<file path="config.mk">
export PLATFORM = sky130hd
export DESIGN_NAME = hud_text_overlay
export DESIGN_NICKNAME = d
export VERILOG_FILES = /design/src/rtl/hud_text_overlay.sv
export SDC_FILE = /design/constraint.sdc
export NUM_CORES = 1
export LEC_CHECK = 0
export CAP_MARGIN = 20
export CORE_MARGIN = 5
export CORE_UTILIZATION = 59
export CTS_BUF_LIST = sky130_fd_sc_hd__clkbuf_2
export DETAILED_ROUTE_END_ITERATION = 7
export HOLD_SLACK_MARGIN = 0.03
export PLACE_DENSITY = 0.82
export SETUP_SLACK_MARGIN = 0.2
export SLEW_MARGIN = 20
export SYNTH_ARGS = -nofsm -noshare
export SYNTH_HDL_FRONTEND = slang
export SYNTH_HIERARCHICAL = 1
export SYNTH_SLANG_ARGS = --single-unit
</file>
<file path="constraint.sdc">
create_clock -name clk -period 3.2 [get_ports clk]
set_input_delay 0.48 -clock clk [delete_from_list [all_inputs] [get_ports clk]]
set_output_delay 0.48 -clock clk [all_outputs]
set_load 0.01 [all_outputs]
</file>
<file path="src/rtl/hud_text_overlay.sv">
// HUD text overlay: game-phase FSM, M:SS countdown timer and four font-rendered text regions.
// Latency: pixel inputs at cycle n produce text_on/text_rgb at cycle n+1 (aligned to the registered font read).
// Backpressure: none; one pixel per clock, and the control inputs are sampled every cycle.

module hud_text_overlay #(
  parameter int         CLK_FREQ     = 25_000_000,
  parameter int         TIMER_MIN    = 3,
  parameter int         TIMER_SEC    = 0,
  parameter logic [2:0] FG_RGB       = 3'b000,
  parameter logic [2:0] BG_RGB       = 3'b111,
  parameter bit         PROMPT_BLINK = 1'b1
) (
  input  logic       clk,
  input  logic       reset,
  input  logic [9:0] pix_x,
  input  logic [9:0] pix_y,
  input  logic       video_on,
  input  logic       start,
  input  logic       player_dead,
  input  logic       pause,
  output logic [3:0] text_on,
  output logic [2:0] text_rgb,
  output logic [1:0] game_state,
  output logic       time_up
);

  localparam int            HALF      = CLK_FREQ / 2;
  localparam int            PW        = (HALF > 1) ? $clog2(HALF) : 1;
  localparam logic [PW-1:0] HALF_LAST = PW'(HALF - 1);
  localparam logic [3:0]    PRE_M     = 4'(TIMER_MIN);
  localparam logic [3:0]    PRE_S10   = 4'(TIMER_SEC / 10);
  localparam logic [3:0]    PRE_S1    = 4'(TIMER_SEC % 10);

  localparam logic [1:0] ST_TITLE = 2'd0;
  localparam logic [1:0] ST_PLAY  = 2'd1;
  localparam logic [1:0] ST_OVER  = 2'd2;

  logic [1:0]    state, state_nxt;
  logic [PW-1:0] presc;
  logic          sec_phase, blink;
  logic [3:0]    tm_m, tm_s10, tm_s1;
  logic          run, half_tick, sec_tick, load_game, timer_zero, expire;
  logic          score_en, title_en, prompt_en, over_en;
  logic          score_hit, title_hit, prompt_hit, over_hit;
  logic [3:0]    title_col;
  logic [4:0]    over_col;
  logic [6:0]    score_char, title_char, prompt_char, over_char, char_sel;
  logic [3:0]    row_sel;
  logic [2:0]    bit_sel, bit1;
  logic [10:0]   rom_addr;
  logic [7:0]    font_word;
  logic [3:0]    flags1;
  logic          vo1;

  // The prescaler is frozen only while paused mid-game; a new game restarts it from zero.
  assign run        = !(state == ST_PLAY && pause);
  assign half_tick  = run && (presc == HALF_LAST);
  assign sec_tick   = half_tick && sec_phase;
  assign load_game  = (state == ST_TITLE) && start;
  assign timer_zero = (tm_m == 4'd0) && (tm_s10 == 4'd0) && (tm_s1 == 4'd0);
  assign expire     = (state == ST_PLAY) && sec_tick &&
                      (tm_m == 4'd0) && (tm_s10 == 4'd0) && (tm_s1 == 4'd1);

  // FSM state register; reset dominates a coincident start.
  always_ff @(posedge clk) begin
    if (reset) state <= ST_TITLE;
    else       state <= state_nxt;
  end

  // FSM next-state logic; the unused encoding falls back to TITLE.
  always_comb begin
    state_nxt = state;
    case (state)
      ST_TITLE: if (start)                state_nxt = ST_PLAY;
      ST_PLAY:  if (player_dead || expire) state_nxt = ST_OVER;
      ST_OVER:  if (start)                state_nxt = ST_TITLE;
      default:                            state_nxt = ST_TITLE;
    endcase
  end

  // FSM outputs: which text regions may appear in the current phase.
  always_comb begin
    game_state = state;
    score_en   = (state == ST_PLAY) || (state == ST_OVER);
    title_en   = (state == ST_TITLE);
    prompt_en  = ((state == ST_TITLE) || (state == ST_OVER)) && (blink || !PROMPT_BLINK);
    over_en    = (state == ST_OVER);
  end

  // Half-second prescaler plus the phase bit that turns every second half-tick into a second-tick.
  always_ff @(posedge clk) begin
    if (reset || load_game) begin
      presc     <= '0;
      sec_phase <= 1'b0;
    end else if (run) begin
      if (presc == HALF_LAST) begin
        presc     <= '0;
        sec_phase <= ~sec_phase;
      end else begin
        presc <= presc + 1'b1;
      end
    end
  end

  // BCD countdown; it parks at 0:00 and pulses time_up together with the move to OVER.
  always_ff @(posedge clk) begin
    if (reset) begin
      tm_m    <= PRE_M;
      tm_s10  <= PRE_S10;
      tm_s1   <= PRE_S1;
      time_up <= 1'b0;
    end else begin
      time_up <= expire;
      if (load_game) begin
        tm_m   <= PRE_M;
        tm_s10 <= PRE_S10;
        tm_s1  <= PRE_S1;
      end else if (state == ST_PLAY && sec_tick && !timer_zero) begin
        if (tm_s1 != 4'd0) begin
          tm_s1 <= tm_s1 - 4'd1;
        end else begin
          tm_s1 <= 4'd9;
          if (tm_s10 != 4'd0) begin
            tm_s10 <= tm_s10 - 4'd1;
          end else begin
            tm_s10 <= 4'd5;
            tm_m   <= tm_m - 4'd1;
          end
        end
      end
    end
  end

  // Prompt blink phase: starts lit whenever TITLE or OVER is entered, then toggles each half-second.
  always_ff @(posedge clk) begin
    if (reset) begin
      blink <= 1'b1;
    end else if (state_nxt != state && (state_nxt == ST_TITLE || state_nxt == ST_OVER)) begin
      blink <= 1'b1;
    end else if (half_tick && (state == ST_TITLE || state == ST_OVER)) begin
      blink <= ~blink;
    end
  end

  assign title_col  = pix_x[9:6] - 4'd3;
  assign over_col   = pix_x[9:5] - 5'd5;
  assign score_hit  = score_en && (pix_y < 10'd32) && (pix_x < 10'd64);
  assign title_hit  = title_en && (pix_y[9:7] == 3'd2) && (pix_x[9:6] >= 4'd3) && (pix_x[9:6] <= 4'd6);
  assign prompt_hit = prompt_en && (pix_y[9:4] == 6'd28) && (pix_x[9:7] == 3'd2);
  assign over_hit   = over_en && (pix_y[9:6] == 4'd3) && (pix_x[9:5] >= 5'd5) && (pix_x[9:5] <= 5'd13);

  // Character codes for each region's current column.
  always_comb begin
    case (pix_x[5:4])
      2'd0:    score_char = {3'b011, tm_m};
      2'd1:    score_char = 7'h3a;
      2'd2:    score_char = {3'b011, tm_s10};
      default: score_char = {3'b011, tm_s1};
    endcase
    case (title_col)
      4'd0:    title_char = 7'h44;
      4'd1:    title_char = 7'h4f;
      4'd2:    title_char = 7'h4f;
      default: title_char = 7'h4d;
    endcase
    case (pix_x[6:3])
      4'd0:  prompt_char = 7'h50;  4'd1:  prompt_char = 7'h72;
      4'd2:  prompt_char = 7'h65;  4'd3:  prompt_char = 7'h73;
      4'd4:  prompt_char = 7'h73;  4'd5:  prompt_char = 7'h20;
      4'd6:  prompt_char = 7'h74;  4'd7:  prompt_char = 7'h6f;
      4'd8:  prompt_char = 7'h20;  4'd9:  prompt_char = 7'h73;
      4'd10: prompt_char = 7'h74;  4'd11: prompt_char = 7'h61;
      4'd12: prompt_char = 7'h72;  4'd13: prompt_char = 7'h74;
      4'd14: prompt_char = 7'h2e;  default: prompt_char = 7'h00;
    endcase
    case (over_col)
      5'd0: over_char = 7'h47;  5'd1: over_char = 7'h61;
      5'd2: over_char = 7'h6d;  5'd3: over_char = 7'h65;
      5'd5: over_char = 7'h4f;  5'd6: over_char = 7'h76;
      5'd7: over_char = 7'h65;  5'd8: over_char = 7'h72;
      default: over_char = 7'h00;
    endcase
  end

  // Font address mux, priority title > prompt > score > over; each font scales the glyph differently.
  always_comb begin
    char_sel = 7'h00;
    row_sel  = 4'h0;
    bit_sel  = 3'h0;
    if (title_hit) begin
      char_sel = title_char;  row_sel = pix_y[6:3]; bit_sel = pix_x[5:3];
    end else if (prompt_hit) begin
      char_sel = prompt_char; row_sel = pix_y[3:0]; bit_sel = pix_x[2:0];
    end else if (score_hit) begin
      char_sel = score_char;  row_sel = pix_y[4:1]; bit_sel = pix_x[3:1];
    end else if (over_hit) begin
      char_sel = over_char;   row_sel = pix_y[5:2]; bit_sel = pix_x[4:2];
    end
  end

  assign rom_addr = {char_sel, row_sel};

  font_rom u_font (
    .clk  (clk),
    .addr (rom_addr),
    .data (font_word)
  );

  // Stage 1: hold flags, bit select and blanking alongside the one-cycle font read.
  always_ff @(posedge clk) begin
    if (reset) begin
      flags1 <= 4'b0000;
      bit1   <= 3'd0;
      vo1    <= 1'b0;
    end else begin
      flags1 <= {score_hit, title_hit, prompt_hit, over_hit};
      bit1   <= bit_sel;
      vo1    <= video_on;
    end
  end

  // Colour select; glyph rows are stored MSB-leftmost, hence the inverted bit index.
  always_comb begin
    text_on  = vo1 ? flags1 : 4'b0000;
    text_rgb = (vo1 && (flags1 != 4'b0000) && font_word[~bit1]) ? FG_RGB : BG_RGB;
  end

endmodule

// Font ROM: 128 characters x 16 rows x 8 pixels, MSB is the leftmost pixel.
// Latency: one cycle (registered read).
// Stand-in contents (deterministic pattern) for standalone builds; the project font image replaces this body.
module font_rom (
  input  logic        clk,
  input  logic [10:0] addr,
  output logic [7:0]  data
);

  // Registered read.
  always_ff @(posedge clk) begin
    data <= {addr[3:0], addr[3:0]} ^ addr[10:3];
  end

endmodule

</file>
==> flow_summary.toml <==
[outcome]
status = "completed"

[detailed_routing]
wl_met3_um = 729
drtIter0Drc = 315
first_pass_iters = 8
drt_wl_total_um = 8910
met2_length_um = 4010
num_vias = 3378
met1_length_um = 4100
top_layer = "met4"
vias_per_cell = 6.16
drcViolationCount = 0
antenna_left = 0
post_drt_wl_per_cell_um = 16.3

[timing]
worstMarginPinSlew_ns = 0.693
setup_tns_ns = 0
clock_skew_ns = 0.0324
fmax_mhz = 353
period_share = 0.885
slew_headroom = 0.535
period_needed_ns = 2.83
final-max-slew-violation-count = 0
rsz0062_at_grt = "false"
hold_viol_final = 0
finalSetupViolCount = 0

[placed_design]
hpwl_um = 6690
gp_congestion = 1.03
io_buffers = 35

[die]
fp-row-count = 28
die_x_um = 87.6
start_util = 0.603
dieArea_sq_um = 7670
boundaryPins = 36
die_h_um = 87.6
coreArea_sq_um = 5890

[worst_setup_path]
timing.rr.end = "blink"
worst_ep_arrival_time_ns = 2.35
path_cells = "mux4_2, mux2_2, nand3_1, clkdlybuf4s50_1"
critical_path.startpoint = "bit1[0]"
worst-r2r-setup-slack_ns = 0.49
cp_slowest_cell = "clkdlybuf4s50_1"
critPathKind = "flop to primary output"
r2r_start = "game_state[1]"
critPathLaunchType = "flop"
critPathMaxFanout = 3
worstPathRequired_ns = 2.72
endpoint_kind = "primary output"
reg2reg_depth = 7
max_stage_delay_ns = 0.56

[finish]
drive_above_1_share = 0.0825
nets = 512
n_antenna_cell = 0
syn_to_final_growth_pct = 15.8

[grt]
grt_first_pass_wirelength_um = 15100
antenna_found_initial = 0
overflow = 0
grt_usage = 0.248
grt_pass1_vias = 3165
grt_max_degree = 25

[logic_synthesis]
synth_top_area_frac = 0.322
yosys-top-cells-area = "dfxtp_1 32%, ha_1 6.0%, nor2_1 5.4%"
ys_seq_elements = 57
yosys.area.top_type = "dfxtp_1"
synthCells = 434
synth_edf_count = 0
synth_fp_nets = 477
ys_async_sr_fraction = 0
synthDistinctLibCells = 60
avgSynthCellArea_sq_um = 8.18
yosysWarnings = 6
synth_area_sq_um = 3550
synth-main-ff-cell = "dfxtp_1"
ys_seq_area_frac = 0.322

[cts]
clkTransAtPathRegs_ns = 0.16
postCtsHoldBufs = 0
cts-root-buf = "clkbuf_2"
clk_latency_ns = 0.48
cts_resized = 0
cts_buffer_depth = 2
cts_tree = "done"
post_cts_buffers = 0
cts_htree_levels = 3
cts_made_buffers = 9
clock_sinks = 57

[pwr]
powerDensity_nw_per_um2 = 357
leakage_nw = 1.59
total_power_mw = 1.46
peakVddDrop_v = 0.000273

[min_path]
min_to = "presc[1]"
hold_depth = 2
worstHoldStart = "presc[1]"
holdCritPathClass = "flop to flop"

[job]
maxCapViolCount = 0
-- kinds of logic after synthesis --
| kind of cell | share of synthesized area |
|---|---|
| fa+ha+maj | 0.0599 |
| flops | 0.322 |
| buf+inv | 0.0384 |
| mux | 0.0483 |
| xor+xnor | 0.0815 |
| simple gates | 0.286 |
| compound gates | 0.164 |
-- synth_stat cells (8+ instances only) --
cell,instances
dfxtp_1,57
nor2_1,51
a21oi_1,30
nand2_1,26
o21ai_0,18
xor2_1,18
ha_1,17
clkbuf_1,16
nand3_1,15
xnor2_1,15
nor3_1,13
and3_1,12
inv_1,12
nand4_1,9
or3_1,9
and2_1,8
nor2b_1,8
nor4_1,8
-- how the worst max path moves through the flow --
stage	cells past startpoint	slack [ns]	to
5_1_grt	4	0.23	text_rgb[0]
4_1_cts	4	0.33	text_rgb[1]
6_report	4	0.37	text_rgb[1]
3_3_place_gp	7	0.39	u_font/data[7]
2_1_floorplan	8	0.77	u_font/data[4]
3_5_place_dp	6	0.36	u_font/data[7]
-- sequential cells by signal (all words and copies together), names as in the netlist --
signal	flops
blink	1
vo1	1
tm_s1	4
tm_s10	4
sec_phase	1
presc	24
flags1	4
game_state	2
time_up	1
bit1	3
tm_m	4
u_font/data	8
-- area by class of cell --
cell class                      instances  area (sq um)
Multi-Input combinational cell        343          2270
Timing Repair Buffer                   45           425
Clock inverter                          6          83.8
Tap cell                               75          93.8
Inverter                               13          48.8
Sequential cell                        57          1140
Clock buffer                            9          45.0
Fill cell                             502          1780
-- layer usage --
metal | up-vias | global-route usage
met5 | - | 0
met4 | 0 | 0.0488
met2 | 161 | 0.388
met3 | 11 | 0.0687
met1 | 1555 | 0.345
li1 | 1651 | -
-- power by group --
part / switching, mW / internal, mW / total, mW
sequential: 0.00967 / 0.720 / 0.730
combinational: 0.115 / 0.0933 / 0.208
clock: 0.275 / 0.252 / 0.527
total: 0.399 / 1.07 / 1.46
-- layout by cell type (no fill, tap or decap), types with 10 or more instances in the layout --
cell,n
nor2_1,51
a21oi_1,30
nand3_1,15
ha_1,17
nor3_1,13
nand2_1,26
dfxtp_1,57
clkdlybuf4s50_1,35
inv_1,12
and3_1,12
xnor2_1,15
o21ai_0,18
buf_4,10
xor2_1,18
-- critical path, delay by kind of cell, from the launching register on --
| kind | cells | cell delay [ns] |
|---|---|---|
| AND/OR/NAND/NOR | 1 | 0.13 |
| flip-flops | 1 | 0.41 |
| multiplexers | 2 | 0.79 |
| buffers and inverters | 1 | 0.56 |
-- metrics by stage --
stage	std cells	setup WS, ns	hold slack, ns	util	cell area [sq um]
2_1_floorplan	434	0.768	0.456	-	3550
3_3_place_gp	533	0.387	0.469	0.676	3980
3_5_place_dp	533	0.357	0.492	0.676	3980
4_1_cts	548	0.328	0.514	0.698	4110
5_1_grt	548	0.233	0.532	0.698	4110
6_report	548	0.367	0.518	0.698	4110
No activity file was read; power rests on OpenSTA's default activity.
